### src/rtl/ysyx_25040109_lsu.sv
// Load/store unit: one core request at a time becomes one single-beat AXI read or write.
// Latency: 3 cycles from acceptance to resp_valid with an immediately ready slave (1 cycle for a rejected misaligned access).
// Backpressure: req_ready only in IDLE; AXI valids are held until handshake; resp_valid is a one-cycle pulse with no backpressure.
// Optional feature: define YSYX_25040109_LSU_MISALIGN_CHECK_EN to reject misaligned half/word accesses without bus traffic.
module ysyx_25040109_lsu #(
  parameter logic [3:0] AXI_ID = 4'h1
) (
  input  logic        clk,
  input  logic        rst,
  // core request
  input  logic        req_valid,
  output logic        req_ready,
  input  logic        req_wen,
  input  logic [31:0] req_addr,
  input  logic [31:0] req_wdata,
  input  logic [1:0]  req_size,
  input  logic        req_sext,
  // core response
  output logic        resp_valid,
  output logic [31:0] resp_rdata,
  output logic        resp_err,
  // AXI read
  output logic [31:0] araddr,
  output logic        arvalid,
  input  logic        arready,
  output logic [3:0]  arid,
  input  logic [31:0] rdata,
  input  logic [1:0]  rresp,
  input  logic        rvalid,
  output logic        rready,
  input  logic [3:0]  rid,
  input  logic        rlast,
  // AXI write
  output logic [31:0] awaddr,
  output logic        awvalid,
  input  logic        awready,
  output logic [31:0] wdata,
  output logic [3:0]  wstrb,
  output logic        wvalid,
  input  logic        wready,
  input  logic [1:0]  bresp,
  input  logic        bvalid,
  output logic        bready
);

  typedef enum logic [2:0] {IDLE, AR, R, AW_W, B, RESP} state_t;

  state_t      state, state_nxt;
  logic [31:0] addr_q, wdata_q, rdata_q;
  logic [1:0]  size_q, xresp_q;
  logic [3:0]  rid_q;
  logic        sext_q, wen_q, mis_q;
  logic        aw_done, w_done;
  logic        req_fire, aw_fire, w_fire, r_fire, b_fire, misaligned;
  logic        txn_err;
  logic [31:0] shifted, load_val;
  logic [3:0]  strb_base;

  // Transfers are single-beat, so the last-beat marker carries no information.
  logic unused_rlast;
  assign unused_rlast = rlast;

`ifdef YSYX_25040109_LSU_MISALIGN_CHECK_EN
  // Half must sit on an even address, word (and size 3) on a multiple of four.
  assign misaligned = ((req_size == 2'd1) && req_addr[0]) ||
                      (req_size[1] && (req_addr[1:0] != 2'b00));
`else
  assign misaligned = 1'b0;
`endif

  assign req_fire = req_valid && req_ready;
  assign aw_fire  = awvalid && awready;
  assign w_fire   = wvalid && wready;
  assign r_fire   = rvalid && rready;
  assign b_fire   = bvalid && bready;

  // State register; reset abandons any transaction in flight.
  always_ff @(posedge clk or posedge rst) begin
    if (rst) state <= IDLE;
    else     state <= state_nxt;
  end

  // Next-state logic and the handshake-level outputs that depend only on state.
  always_comb begin
    state_nxt  = state;
    req_ready  = 1'b0;
    arvalid    = 1'b0;
    rready     = 1'b0;
    awvalid    = 1'b0;
    wvalid     = 1'b0;
    bready     = 1'b0;
    resp_valid = 1'b0;
    case (state)
      IDLE: begin
        req_ready = !rst;
        if (req_fire) begin
          if (misaligned)   state_nxt = RESP;
          else if (req_wen) state_nxt = AW_W;
          else              state_nxt = AR;
        end
      end
      AR: begin
        arvalid = 1'b1;
        if (arready) state_nxt = R;
      end
      R: begin
        rready = 1'b1;
        if (rvalid) state_nxt = RESP;
      end
      AW_W: begin
        awvalid = !aw_done;
        wvalid  = !w_done;
        if ((aw_done || aw_fire) && (w_done || w_fire)) state_nxt = B;
      end
      B: begin
        bready = 1'b1;
        if (bvalid) state_nxt = RESP;
      end
      RESP: begin
        resp_valid = 1'b1;
        state_nxt  = IDLE;
      end
      default: state_nxt = IDLE;
    endcase
  end

  // Request latch on acceptance, response capture on R/B handshakes.
  always_ff @(posedge clk or posedge rst) begin
    if (rst) begin
      addr_q  <= '0;
      wdata_q <= '0;
      size_q  <= '0;
      sext_q  <= 1'b0;
      wen_q   <= 1'b0;
      mis_q   <= 1'b0;
      rdata_q <= '0;
      xresp_q <= '0;
      rid_q   <= '0;
    end else begin
      if (req_fire) begin
        addr_q  <= req_addr;
        wdata_q <= req_wdata;
        size_q  <= req_size;
        sext_q  <= req_sext;
        wen_q   <= req_wen;
        mis_q   <= misaligned;
      end
      if (r_fire) begin
        rdata_q <= rdata;
        xresp_q <= rresp;
        rid_q   <= rid;
      end
      if (b_fire) xresp_q <= bresp;
    end
  end

  // AW and W retire independently; the flags only live while in AW_W.
  always_ff @(posedge clk or posedge rst) begin
    if (rst) begin
      aw_done <= 1'b0;
      w_done  <= 1'b0;
    end else if ((state == AW_W) && (state_nxt == AW_W)) begin
      aw_done <= aw_done || aw_fire;
      w_done  <= w_done || w_fire;
    end else begin
      aw_done <= 1'b0;
      w_done  <= 1'b0;
    end
  end

  assign araddr  = addr_q;
  assign arid    = AXI_ID;
  assign awaddr  = addr_q;
  assign wdata   = wdata_q;

  // Strobe mask is lane-shifted by the byte offset; lanes past bit 3 fall off.
  always_comb begin
    case (size_q)
      2'd0:    strb_base = 4'b0001;
      2'd1:    strb_base = 4'b0011;
      default: strb_base = 4'b1111;
    endcase
    wstrb = strb_base << addr_q[1:0];
  end

  // Load alignment/extension and the gated response payload.
  always_comb begin
    shifted = rdata_q >> {addr_q[1:0], 3'b000};
    case (size_q)
      2'd0:    load_val = {{24{sext_q && shifted[7]}},  shifted[7:0]};
      2'd1:    load_val = {{16{sext_q && shifted[15]}}, shifted[15:0]};
      default: load_val = shifted;
    endcase
    txn_err    = mis_q || (xresp_q != 2'b00) || (!wen_q && (rid_q != AXI_ID));
    resp_err   = (state == RESP) && txn_err;
    resp_rdata = ((state == RESP) && !txn_err && !wen_q) ? load_val : 32'h0;
  end

endmodule

### config.mk
export PLATFORM = sky130hd
export DESIGN_NAME = ysyx_25040109_lsu
export DESIGN_NICKNAME = d
export VERILOG_FILES = /design/src/rtl/ysyx_25040109_lsu.sv
export SDC_FILE = /design/constraint.sdc
export NUM_CORES = 1
export LEC_CHECK = 0
export BUFFER_PORTS_ARGS = -buffer_cell sky130_fd_sc_hd__buf_2
export CAP_MARGIN = 15
export CORE_AREA = 10 10 127 129
export CTS_CLUSTER_SIZE = 12
export DETAILED_ROUTE_END_ITERATION = 12
export DIE_AREA = 0 0 137 139
export PLACE_DENSITY = 0.7
export SKIP_CTS_REPAIR_TIMING = 1
export SYNTH_ARGS = -nofsm -noshare
export SYNTH_HDL_FRONTEND = slang
export SYNTH_SLANG_ARGS = --single-unit
### constraint.sdc
create_clock -name clk -period 9.45 [get_ports clk]
set_input_delay 1.89 -clock clk [delete_from_list [all_inputs] [get_ports clk]]
set_output_delay 1.89 -clock clk [all_outputs]
set_load 0.02 [all_outputs]
# Word level (Yosys, flattened, before mapping)
# Cells that the tools add are included.
[op_classes]
n_eq_ne = 8
shift = 2
muxes = 21
n_reduce_logical = 25
[ops]
columns = ["op", "n"]
rows = [
  ["32-bit one-hot mux with 2 select lines", 1],
  ["32-bit 2-to-1 mux", 1],
  ["32-bit by 5-bit >> shifter with 32-bit output", 1],
  ["3-bit 2-to-1 mux", 5],
  ["3-bit one-hot mux with 5 select lines", 1],
  ["1-bit logical AND", 13],
  ["3-bit by 2-bit equality test with 1-bit output, second input constant", 3],
  ["1-bit 2-to-1 mux", 9],
  ["4-bit one-hot mux with 2 select lines", 1],
  ["3-bit equality test, second input constant", 2],
  ["2-bit 2-to-1 mux", 3],
  ["1-bit logical NOT", 5],
  ["4-bit by 1-bit != test with 1-bit output, second input constant", 1],
  ["2-bit nonzero test", 2],
  ["4-bit by 2-bit left shift with 4-bit output", 1],
  ["3-bit by 1-bit equality test with 1-bit output, second input constant", 1],
  ["3-bit logical NOT", 1],
  ["1-bit logical OR", 3],
  ["2-bit by 1-bit equality test with 1-bit output, second input constant", 1],
  ["2-bit logical NOT", 1],
]
[word_totals]
register_bits = 111
out_inout_bits = 144

# Depth between registers and ports, before layout
# Gate-level depths: netlist of run 1.
[depth]
depth_word = 10
depth_mapped = 7
ltp_nobuf = 4

# Worst setup path after synthesis of run 1
# No wires, ideal clock.
[synth_path]
kind = "input to output"
start = "input rst"
end = "output req_ready"
arrival_time_ns = 2.269
t_required_ns = 7.560
slack_ns = 5.291
path_stages = 1
n_path_buf = 0
path_cell_list = "nor4_4"
[synth_via]
elab_chain_cells = 2
[synth_rtl]
columns = ["element", "line", "rtl"]
rows = [
  ["start, declared", "9", "input logic rst,"],
  ["1-bit logical NOT (no source line)", "--", ""],
  ["1-bit 2-to-1 mux", "93", "case (state)"],
  ["end, declared", "12", "output logic req_ready,"],
]
# No other way between the ends.

# Worst setup path in the final report of run 1
[layout_path]
start = "register addr_q[0] (netlist: araddr[0])"
end = "output resp_rdata[22]"
[layout_via]
elab_chain_cells = 4
elab_cells_between_ends = 5
classes_between = "1 x shift; 2 x mux; 2 x reduce/logical"
[layout_rtl]
columns = ["element", "line", "rtl"]
rows = [
  ["start, declared", "49", "logic [31:0] addr_q, wdata_q, rdata_q;"],
  ["start signal, assigned", "141", "addr_q <= req_addr;"],
  ["32-bit by 5-bit >> shifter with 32-bit output *", "188", "shifted = rdata_q >> {addr_q[1:0], 3'b000};"],
  ["1-bit logical AND, on equally long branches", "191, 190", ""],
  ["32-bit one-hot mux with 2 select lines *", "189", "case (size_q)"],
  ["32-bit 2-to-1 mux *", "196", "resp_rdata = ((state == RESP) && !txn_err && !wen_q) ? load_val : 32'h0;"],
  ["end, declared", "20", "output logic [31:0] resp_rdata,"],
]
# Every way passes the cells marked *; elsewhere a longest branch is shown, timed or not.

==> run_summary.xml, run 1 <==
<?xml version="1.0" encoding="UTF-8"?>
<metrics>
  <group name="drt">
    <metric name="drt_pre_antenna_iters" unit="">4</metric>
    <metric name="routed_wire_length_per_instance" unit="um">18.2</metric>
    <metric name="vias_per_inst" unit="">4.81</metric>
    <metric name="first_iter_violations" unit="">186</metric>
    <metric name="antenna_violating_nets_post_route" unit="">0</metric>
    <metric name="routed_wirelength" unit="mm">16.4</metric>
    <metric name="drc" unit="">0</metric>
    <metric name="detailroute.via_count" unit="">4327</metric>
  </group>
  <group name="clock_network">
    <metric name="cts_htree_levels" unit="">3</metric>
    <metric name="clock_latency_at_the_later_pin_of_the_worst_skew_pair" unit="ns">0.36</metric>
    <metric name="clk_pin_slew" unit="ns">0.08</metric>
    <metric name="cts_inserted_buffers" unit="">9</metric>
    <metric name="cts_tree" unit="">done</metric>
    <metric name="cts.root.buffer_cell" unit="">clkbuf_16</metric>
    <metric name="cts_max_path_buffers" unit="">2</metric>
    <metric name="cts_sinks" unit="">111</metric>
  </group>
  <group name="synth">
    <metric name="synth-edff-count" unit="">0</metric>
    <metric name="synth_flop_cell" unit="">dfrtp_1</metric>
    <metric name="synthCells" unit="">504</metric>
    <metric name="seq_area_frac_synth" unit="%">52.1</metric>
    <metric name="ys_ff_latch" unit="">111</metric>
    <metric name="synth_area_leaders" unit="">dfrtp_1, mux2_2, nand2_1, buf_4, mux2i_1</metric>
    <metric name="synth_most_common_cell" unit="">nand2_1</metric>
    <metric name="synthDominantAreaCellType" unit="">dfrtp_1</metric>
    <metric name="warnings_from_yosys" unit="">0</metric>
    <metric name="synth.top_cell.area_share" unit="%">52.1</metric>
    <metric name="syn-cell-area" unit="um2">5330</metric>
    <metric name="synthTopCellsByCount" unit="">nand2_1, dfrtp_1, mux2_2, buf_4, mux2i_1</metric>
    <metric name="synth.distinct_cells" unit="">40</metric>
    <metric name="asyncSetResetFlopFracSynth" unit="%">100</metric>
    <metric name="synth.avg_cell_area" unit="um2">10.6</metric>
  </group>
  <group name="die">
    <metric name="horizontal_die_dimension" unit="um">137</metric>
    <metric name="initial_core_utilization" unit="%">39.0</metric>
    <metric name="core_area" unit="um2">13700</metric>
    <metric name="ios" unit="">261</metric>
    <metric name="placement_rows" unit="">43</metric>
    <metric name="dieArea" unit="um2">19000</metric>
    <metric name="die_height" unit="um">139</metric>
  </group>
  <group name="power">
    <metric name="worst_ir_drop_vdd" unit="mV">0.216</metric>
    <metric name="leakagePower" unit="nW">3.62</metric>
    <metric name="intPower" unit="mW">1.38</metric>
    <metric name="clkPwrFrac" unit="%">17.4</metric>
    <metric name="power_per_cell_area" unit="nW/um2">359</metric>
    <metric name="power_frac_seq" unit="%">36.3</metric>
    <metric name="netSwitchingFraction" unit="%">43.4</metric>
    <metric name="p_sw" unit="mW">1.06</metric>
    <metric name="combPwrFrac" unit="%">46.3</metric>
  </group>
  <group name="critical_path">
    <metric name="r2r-end" unit="">wdata[30]</metric>
    <metric name="reg2reg_from" unit="">state[0]</metric>
    <metric name="timing.critical_path.fanout_max" unit="">29</metric>
    <metric name="timing.critical_path.buf_inv" unit="">2</metric>
    <metric name="critPathTopFamily" unit="">compound AO/OA/AOI/OAI gates</metric>
    <metric name="data_required_time_at_the_worst_endpoint" unit="ns">7.56</metric>
    <metric name="startpoint" unit="">araddr[0]</metric>
    <metric name="worst_setup_path_start_kind" unit="">flip-flop</metric>
    <metric name="worst_r2r_path_depth" unit="">3</metric>
    <metric name="maximum_single_stage_delay_on_the_critical_path" unit="ns">0.59</metric>
    <metric name="worst-endpoint-arrival" unit="ns">2.84</metric>
    <metric name="crit_path_end_kind" unit="">primary output</metric>
    <metric name="timing.reg2reg.setup_slack" unit="ns">7.38</metric>
    <metric name="crit_chain" unit="">buf_4 -&gt; nor2b_1 -&gt; o2bb2ai_1 -&gt; o2111ai_2 -&gt; o21ai_0 -&gt; buf_2</metric>
    <metric name="worstSetupPathType" unit="">reg -&gt; out</metric>
    <metric name="timing.critical_path.slowest_stage_cell" unit="">o2111ai_2</metric>
  </group>
  <group name="min_path">
    <metric name="whs_path_depth" unit="">2</metric>
    <metric name="min_path_type" unit="">reg -&gt; reg</metric>
    <metric name="timing.hold.worst_endpoint" unit="">rid_q[0]</metric>
    <metric name="worst_hold_startpoint" unit="">rid_q[0]</metric>
  </group>
  <group name="cells_and_area">
    <metric name="signed_area_change_from_the_synthesized_netlist_to_the_final_layout" unit="%">27.7</metric>
    <metric name="drive_above_1_share" unit="%">49.2</metric>
    <metric name="fill_cells" unit="">1347</metric>
    <metric name="final_core_utilization" unit="%">49.8</metric>
    <metric name="num-nets-final" unit="">830</metric>
  </group>
  <group name="sta">
    <metric name="finalSetupViolations" unit="">0</metric>
    <metric name="timing.final.crit_period" unit="ns">4.73</metric>
    <metric name="setup_repair_after_global_routing_missed_its_margin" unit="">no</metric>
    <metric name="max_slew_margin" unit="%">39.7</metric>
    <metric name="timing.fmax" unit="GHz">0.211</metric>
    <metric name="slew_violations" unit="">0</metric>
    <metric name="timing_worst_slew_pin_value" unit="ns">0.904</metric>
    <metric name="timing.final.hold_violations" unit="">0</metric>
    <metric name="fin_worst_skew" unit="ns">0.0118</metric>
    <metric name="layout_worst_path_cycle_share" unit="%">50.1</metric>
    <metric name="timing.setup.tns" unit="ns">0</metric>
  </group>
  <group name="global_route">
    <metric name="grt_max_degree" unit="">70</metric>
    <metric name="grt_antenna_before_repair" unit="">3</metric>
    <metric name="first_global_vias" unit="">4547</metric>
    <metric name="overall_routing_resource_usage" unit="%">16.7</metric>
    <metric name="leftover_overflow_at_the_end_of_global_routing" unit="">0</metric>
    <metric name="grt_first_pass_wirelength" unit="mm">25.1</metric>
  </group>
  <group name="placed_design">
    <metric name="portBuffers" unit="">255</metric>
    <metric name="routabilityCongestion" unit="">0.830</metric>
    <metric name="hpwlAfterDp" unit="mm">12.8</metric>
  </group>
  <group name="flow_run">
    <metric name="max_cap_check_violation_count" unit="">0</metric>
  </group>
  <group name="outcome">
    <metric name="outcome" unit="">completed</metric>
  </group>
</metrics>
[flip-flops by register name (all words and copies together), names as in the netlist]
register	flops
wdata	32
aw_done	1
sext_q	1
state	3
size_q	2
wen_q	1
xresp_q	2
araddr	32
rdata_q	32
rid_q	4
w_done	1
[power groups by stage]
stage | registers (mW) | clock network, mW | logic, mW
5_1_grt | 0.922 | 0.452 | 1.23
4_1_cts | 0.887 | 0.435 | 1.15
6_report | 0.886 | 0.426 | 1.13
2_1_floorplan | 1.02 | 0 | 0.698
3_5_place_dp | 0.894 | 0 | 1.15
3_3_place_gp | 0.887 | 0 | 1.14
[metrics by stage]
stage	hold slack, ns	setup WS [ns]	std cells	total power, mW	instance area, um2
3_5_place_dp	0.454	4.98	882	2.04	6470
5_1_grt	0.497	4.48	898	2.60	6810
4_1_cts	0.473	4.69	898	2.47	6810
2_1_floorplan	0.438	4.63	506	1.72	5340
3_3_place_gp	0.449	4.98	882	2.02	6470
6_report	0.467	4.72	899	2.44	6810
[cell type report]
| type | instances | area, um2 | area share [%] |
|---|---|---|---|
| flip-flops and latches | 111 | 2780 | 40.8 |
| multi-input cells | 325 | 2130 | 31.2 |
| repair buffers | 260 | 1310 | 19.3 |
| clock buffers | 9 | 225 | 3.31 |
| well taps | 180 | 225 | 3.31 |
| clock inverters | 7 | 111 | 1.64 |
| inverters | 6 | 25.0 | 0.368 |
| diodes | 1 | 2.50 | 0.0368 |
[worst max-delay path by stage]
| stage | to | slack (ns) | depth (start not counted) |
|---|---|---|---|
| 2_1_floorplan | araddr[0] | 4.63 | 1 |
| 3_3_place_gp | req_ready | 4.98 | 3 |
| 3_5_place_dp | req_ready | 4.98 | 3 |
| 4_1_cts | resp_rdata[22] | 4.69 | 6 |
| 5_1_grt | resp_rdata[23] | 4.48 | 6 |
| 6_report | resp_rdata[22] | 4.72 | 6 |
[placed cells by master (no fill, tap or decap), types with 2 or more instances in the layout]
cell       netlist  final
nor3b_1          3      3
bufinv_16        0      2
nand4_1          2      2
nand3b_1         3      3
mux2i_1         17     17
dfrtp_1        111    111
or3_1            3      3
buf_4           36      5
o22ai_1          4      4
a211oi_1        13     13
o2bb2ai_1        8      8
nor2b_1          9      9
a21oi_1         12     12
buf_2           13    255
inv_6            0      3
nand2_1        139    138
nand2b_1         4      4
nor2_1          11     11
clkbuf_16        0      9
mux2_2          68     68
inv_1            6      5
o21ai_0          9      9
conb_1           2      4
[routing by layer]
| layer | vias to the layer above | part of all wire [%] | global-route usage (%) |
|---|---|---|---|
| met5 | - | 0.079 | 0 |
| met4 | 2 | 1.2 | 5.60 |
| met3 | 12 | 11 | 7.17 |
| met2 | 175 | 49 | 27.2 |
| met1 | 2062 | 38 | 18.9 |
| li1 | 2076 | - | - |
[cell families (layout without fill, tap and decap cells)]
| logic type | after synthesis | count (layout) | synth area share, % |
|---|---|---|---|
| AO/OA/AOI/OAI | 53 | 53 | 6.78 |
| buffers and inverters | 70 | 282 | 8.26 |
| flip-flops | 111 | 111 | 52.1 |
| multiplexers | 85 | 85 | 17.6 |
| other | 2 | 5 | 0.141 |
| AND/OR/NAND/NOR | 183 | 183 | 15.1 |
[worst reg2reg max path, delay by kind of cell (launching register included)]
family / cells / cell delay (ns)
and+or+nand+nor: 2 / 0.91
DFF: 1 / 0.47
muxes: 1 / 0.57
Power figures use the tool's default switching activity.
==> run 2: changes to the inputs <==
Clock period 9.45 ns to 4.8 ns, I/O delays scaled along.
==> run_summary.xml, run 2 (synthesized netlist as in run 1, its figures left out) <==
<?xml version="1.0" encoding="UTF-8"?>
<metrics>
  <group name="die">
    <metric name="ios" unit="">261</metric>
    <metric name="dieArea" unit="um2">19000</metric>
    <metric name="core_area" unit="um2">13700</metric>
    <metric name="horizontal_die_dimension" unit="um">137</metric>
    <metric name="die_height" unit="um">139</metric>
    <metric name="initial_core_utilization" unit="%">39.0</metric>
    <metric name="placement_rows" unit="">43</metric>
  </group>
  <group name="cells_and_area">
    <metric name="final_core_utilization" unit="%">49.4</metric>
    <metric name="most-common-layout-cells" unit="">buf_2, nand2_1, dfrtp_1</metric>
    <metric name="final_area" unit="um2">6750</metric>
    <metric name="drive_above_1_share" unit="%">49.1</metric>
    <metric name="signed_area_change_from_the_synthesized_netlist_to_the_final_layout" unit="%">26.7</metric>
    <metric name="num-nets-final" unit="">831</metric>
    <metric name="mostFrequentLayoutCell" unit="">buf_2</metric>
  </group>
  <group name="global_route">
    <metric name="grt_first_pass_wirelength" unit="mm">25.0</metric>
    <metric name="leftover_overflow_at_the_end_of_global_routing" unit="">0</metric>
    <metric name="grt_max_degree" unit="">70</metric>
    <metric name="first_global_vias" unit="">4456</metric>
    <metric name="overall_routing_resource_usage" unit="%">16.7</metric>
    <metric name="grt_antenna_before_repair" unit="">2</metric>
  </group>
  <group name="sta">
    <metric name="max_slew_margin" unit="%">38.5</metric>
    <metric name="timing.fmax" unit="GHz">0.258</metric>
    <metric name="timing_worst_slew_pin_value" unit="ns">0.922</metric>
    <metric name="timing.final.hold_violations" unit="">0</metric>
    <metric name="finalHoldWorstSlack" unit="ns">0.478</metric>
    <metric name="setup_repair_after_global_routing_missed_its_margin" unit="">no</metric>
    <metric name="layout_worst_path_cycle_share" unit="%">80.8</metric>
    <metric name="slew_violations" unit="">0</metric>
    <metric name="finalSetupViolations" unit="">0</metric>
    <metric name="timing.final.crit_period" unit="ns">3.88</metric>
    <metric name="timing.setup.tns" unit="ns">0</metric>
    <metric name="fin_worst_skew" unit="ns">0.00698</metric>
  </group>
  <group name="drt">
    <metric name="vias_per_inst" unit="">4.81</metric>
    <metric name="antenna_violating_nets_post_route" unit="">0</metric>
    <metric name="first_iter_violations" unit="">179</metric>
    <metric name="drc" unit="">0</metric>
    <metric name="routed_wirelength" unit="mm">16.5</metric>
    <metric name="detailroute.via_count" unit="">4328</metric>
    <metric name="routed_wire_length_per_instance" unit="um">18.3</metric>
    <metric name="drt_pre_antenna_iters" unit="">4</metric>
  </group>
  <group name="critical_path">
    <metric name="reg2reg_from" unit="">state[0]</metric>
    <metric name="worst-endpoint-arrival" unit="ns">2.92</metric>
    <metric name="worst_setup_path_start_kind" unit="">flip-flop</metric>
    <metric name="timing.reg2reg.setup_slack" unit="ns">2.73</metric>
    <metric name="crit_path_end_kind" unit="">primary output</metric>
    <metric name="timing.critical_path.fanout_max" unit="">20</metric>
    <metric name="r2r-end" unit="">araddr[3]</metric>
    <metric name="startpoint" unit="">araddr[0]</metric>
    <metric name="worstSetupPathType" unit="">reg -&gt; out</metric>
    <metric name="worst_r2r_path_depth" unit="">3</metric>
    <metric name="data_required_time_at_the_worst_endpoint" unit="ns">3.84</metric>
  </group>
  <group name="outcome">
    <metric name="outcome" unit="">completed</metric>
  </group>
  <group name="placed_design">
    <metric name="portBuffers" unit="">255</metric>
    <metric name="placement.cell_area" unit="um2">6480</metric>
    <metric name="hpwlAfterDp" unit="mm">12.9</metric>
    <metric name="routabilityCongestion" unit="">0.822</metric>
  </group>
  <group name="min_path">
    <metric name="worst_hold_startpoint" unit="">rdata_q[6]</metric>
    <metric name="timing.hold.worst_endpoint" unit="">rdata_q[6]</metric>
    <metric name="whs_path_depth" unit="">2</metric>
    <metric name="min_path_type" unit="">reg -&gt; reg</metric>
  </group>
  <group name="power">
    <metric name="worst_ir_drop_vdd" unit="mV">0.486</metric>
    <metric name="power_per_cell_area" unit="nW/um2">693</metric>
    <metric name="leakagePower" unit="nW">3.59</metric>
  </group>
  <group name="flow_run">
    <metric name="max_cap_check_violation_count" unit="">0</metric>
  </group>
  <group name="clock_network">
    <metric name="cts_tree" unit="">done</metric>
    <metric name="cts.root.buffer_cell" unit="">clkbuf_16</metric>
    <metric name="cts_max_path_buffers" unit="">2</metric>
    <metric name="cts_inserted_buffers" unit="">9</metric>
    <metric name="cts_htree_levels" unit="">3</metric>
    <metric name="clock_latency_at_the_later_pin_of_the_worst_skew_pair" unit="ns">0.34</metric>
    <metric name="cts_sinks" unit="">111</metric>
    <metric name="clk_pin_slew" unit="ns">0.07</metric>
  </group>
</metrics>
==> run 2: cell type report <==
cell class / count / area, um2
Fill cell: 1345 / 6910
Sequential cell: 111 / 2780
Multi-Input combinational cell: 325 / 2130
Timing Repair Buffer: 261 / 1320
Clock buffer: 10 / 229
Tap cell: 180 / 225
Clock inverter: 6 / 45.0
Inverter: 6 / 25.0
Antenna cell: 1 / 2.50
==> run 2: how the worst max path moves through the flow <==
| stage | slack (ns) | cells past startpoint | to |
|---|---|---|---|
| final | 0.92 | 5 | resp_rdata[22] |
| after global routing | 0.66 | 5 | resp_rdata[22] |
| after CTS | 0.92 | 5 | resp_rdata[22] |
| after detailed placement | 1.30 | 5 | resp_rdata[22] |
| after global placement | 1.41 | 5 | resp_rdata[22] |
| after floorplan | 0.91 | 1 | araddr[0] |
==> run 2: stage by stage <==
stage	cells	total power [mW]	worst slack, ns
2_1_floorplan	506	3.38	0.909
3_5_place_dp	883	4.03	1.30
5_1_grt	899	5.00	0.656
6_report	900	4.68	0.921
3_3_place_gp	883	3.99	1.41
4_1_cts	899	4.74	0.916
==> run 2: report_power, final <==
group | total (mW) | leakage (nW) | switching [mW] | internal [mW]
clock network | 0.696 | 0.130 | 0.341 | 0.355
logic | 2.22 | 2.11 | 1.35 | 0.871
registers | 1.76 | 1.35 | 0.379 | 1.39
==> run 2: worst max-delay path: stages (launching register included) <==
cell	delay [ns]
dfrtp_1	0.94
nor2b_1	0.37
o2bb2ai_1	0.26
o2111ai_2	0.58
o21ai_0	0.21
buf_2	0.21
==> run 2: layer usage <==
| layer | share of wire [%] | GRT usage (%) |
|---|---|---|
| met1 | 38 | 18.4 |
| met2 | 49 | 27.7 |
| met3 | 12 | 8.51 |
| met4 | 1.2 | 4.27 |
| met5 | 0.079 | 0 |
==> run 3: changes to the inputs <==
Clock period 4.8 ns to 3.7 ns, I/O delays scaled along.
==> run_summary.xml, run 3 (synthesized netlist as in run 1, its figures left out) <==
<?xml version="1.0" encoding="UTF-8"?>
<metrics>
  <group name="die">
    <metric name="placement_rows" unit="">43</metric>
    <metric name="dieArea" unit="um2">19000</metric>
    <metric name="ios" unit="">261</metric>
    <metric name="core_area" unit="um2">13700</metric>
    <metric name="die_height" unit="um">139</metric>
    <metric name="horizontal_die_dimension" unit="um">137</metric>
    <metric name="initial_core_utilization" unit="%">39.0</metric>
  </group>
  <group name="drt">
    <metric name="first_iter_violations" unit="">185</metric>
    <metric name="routed_wirelength" unit="mm">16.5</metric>
    <metric name="drt_pre_antenna_iters" unit="">6</metric>
    <metric name="antenna_violating_nets_post_route" unit="">0</metric>
    <metric name="vias_per_inst" unit="">4.76</metric>
    <metric name="routed_wire_length_per_instance" unit="um">18.3</metric>
    <metric name="drc" unit="">0</metric>
    <metric name="detailroute.via_count" unit="">4290</metric>
  </group>
  <group name="cells_and_area">
    <metric name="fin_cells" unit="">901</metric>
    <metric name="signed_area_change_from_the_synthesized_netlist_to_the_final_layout" unit="%">27.5</metric>
    <metric name="mostFrequentLayoutCell" unit="">buf_2</metric>
    <metric name="fill_cells" unit="">1320</metric>
    <metric name="most-common-layout-cells" unit="">buf_2, nand2_1, dfrtp_1</metric>
    <metric name="num-nets-final" unit="">832</metric>
    <metric name="final_core_utilization" unit="%">49.7</metric>
    <metric name="drive_above_1_share" unit="%">49.3</metric>
    <metric name="final_area" unit="um2">6800</metric>
  </group>
  <group name="placed_design">
    <metric name="preCtsSetupSlack" unit="ns">0.761</metric>
    <metric name="placement.cell_area" unit="um2">6500</metric>
    <metric name="routabilityCongestion" unit="">0.847</metric>
    <metric name="post-place-cells" unit="">884</metric>
    <metric name="portBuffers" unit="">255</metric>
    <metric name="hpwlAfterDp" unit="mm">13.1</metric>
  </group>
  <group name="sta">
    <metric name="finalHoldWorstSlack" unit="ns">0.475</metric>
    <metric name="timing_worst_slew_pin_value" unit="ns">0.895</metric>
    <metric name="max_slew_margin" unit="%">40.3</metric>
    <metric name="timing.setup.tns" unit="ns">0</metric>
    <metric name="timing.fmax" unit="GHz">0.305</metric>
    <metric name="post-route-worst-setup-slack" unit="ns">0.424</metric>
    <metric name="timing.final.hold_violations" unit="">0</metric>
    <metric name="fin_worst_skew" unit="ns">0.00850</metric>
    <metric name="setup_repair_after_global_routing_missed_its_margin" unit="">no</metric>
    <metric name="layout_worst_path_cycle_share" unit="%">88.5</metric>
    <metric name="slew_violations" unit="">0</metric>
    <metric name="timing.final.crit_period" unit="ns">3.28</metric>
    <metric name="finalSetupViolations" unit="">0</metric>
  </group>
  <group name="outcome">
    <metric name="outcome" unit="">completed</metric>
  </group>
  <group name="power">
    <metric name="worst_ir_drop_vdd" unit="mV">0.503</metric>
    <metric name="power_per_cell_area" unit="nW/um2">900</metric>
    <metric name="leakagePower" unit="nW">3.61</metric>
    <metric name="report.power.total" unit="mW">6.12</metric>
  </group>
  <group name="min_path">
    <metric name="worst_hold_startpoint" unit="">rdata_q[2]</metric>
    <metric name="min_path_type" unit="">reg -&gt; reg</metric>
  </group>
  <group name="flow_run">
    <metric name="max_cap_check_violation_count" unit="">0</metric>
  </group>
  <group name="global_route">
    <metric name="first_global_vias" unit="">4538</metric>
    <metric name="grt_max_degree" unit="">70</metric>
    <metric name="overall_routing_resource_usage" unit="%">16.7</metric>
    <metric name="grt_first_pass_wirelength" unit="mm">25.2</metric>
    <metric name="grt_antenna_before_repair" unit="">4</metric>
    <metric name="leftover_overflow_at_the_end_of_global_routing" unit="">0</metric>
  </group>
  <group name="critical_path">
    <metric name="reg2reg_from" unit="">state[0]</metric>
    <metric name="worst_setup_path_start_kind" unit="">flip-flop</metric>
    <metric name="crit_path_end_kind" unit="">primary output</metric>
    <metric name="timing.critical_path.fanout_max" unit="">16</metric>
    <metric name="worst-endpoint-arrival" unit="ns">2.54</metric>
    <metric name="worstSetupPathType" unit="">reg -&gt; out</metric>
    <metric name="data_required_time_at_the_worst_endpoint" unit="ns">2.96</metric>
    <metric name="startpoint" unit="">rid_q[2]</metric>
  </group>
  <group name="clock_network">
    <metric name="clk_pin_slew" unit="ns">0.08</metric>
    <metric name="cts_htree_levels" unit="">3</metric>
    <metric name="cts.root.buffer_cell" unit="">clkbuf_16</metric>
    <metric name="cts_inserted_buffers" unit="">9</metric>
    <metric name="cts_max_path_buffers" unit="">2</metric>
    <metric name="cts_tree" unit="">done</metric>
    <metric name="cts_sinks" unit="">111</metric>
    <metric name="clock_latency_at_the_later_pin_of_the_worst_skew_pair" unit="ns">0.35</metric>
  </group>
</metrics>
-- run 3: cell types whose count changed in the layout (fill, tap and decap cells not counted) --
cell      delta
buf_12       +1
clkbuf_1     -1
clkinv_2     -2
clkinv_8     +1
inv_8        +2
-- run 3: layout make-up --
| class | instances | area, um2 | area share, % |
|---|---|---|---|
| clock buffers | 9 | 225 | 3.31 |
| inverters | 6 | 25.0 | 0.368 |
| multi-input cells | 325 | 2130 | 31.3 |
| well taps | 180 | 225 | 3.31 |
| repair buffers | 262 | 1340 | 19.7 |
| clock inverters | 7 | 73.8 | 1.09 |
| flip-flops and latches | 111 | 2780 | 40.9 |
| diodes | 1 | 2.50 | 0.0368 |
-- run 3: worst paths after layout --
| kind | slack [ns] | endpoint | cells past startpoint |
|---|---|---|---|
| max | 0.42 | resp_rdata[19] | 5 |
| min | 0.48 | rdata_q[2] | 2 |
| max reg2reg | 1.62 | wdata[29] | 3 |
| min reg2reg | 0.48 | rdata_q[2] | 2 |
| max in group asynchronous | 2.44 | rid_q[1] | 3 |
| min in group asynchronous | 0.51 | rdata_q[31] | 2 |
-- run 3: power by group --
part           internal, mW  leakage [nW]  switching, mW
Sequential             1.80          1.35          0.483
Clock                 0.479         0.140          0.481
Combinational          1.13          2.12           1.75
-- run 3: worst max-delay path, cell delays in order, from the launching register on --
cell       delay, ns
dfrtp_1         0.39
or4b_4          0.56
nor3_1          0.36
o2111ai_2       0.46
o21ai_0         0.21
buf_2           0.20
-- run 3: metal layers --
metal | global-route usage, % | share of wire [%] | vias up
li1 | - | - | 2076
met1 | 18.3 | 37 | 2013
met2 | 28.3 | 50 | 182
met3 | 8.01 | 12 | 15
met4 | 4.22 | 1.0 | 4
met5 | 0 | 0.16 | -
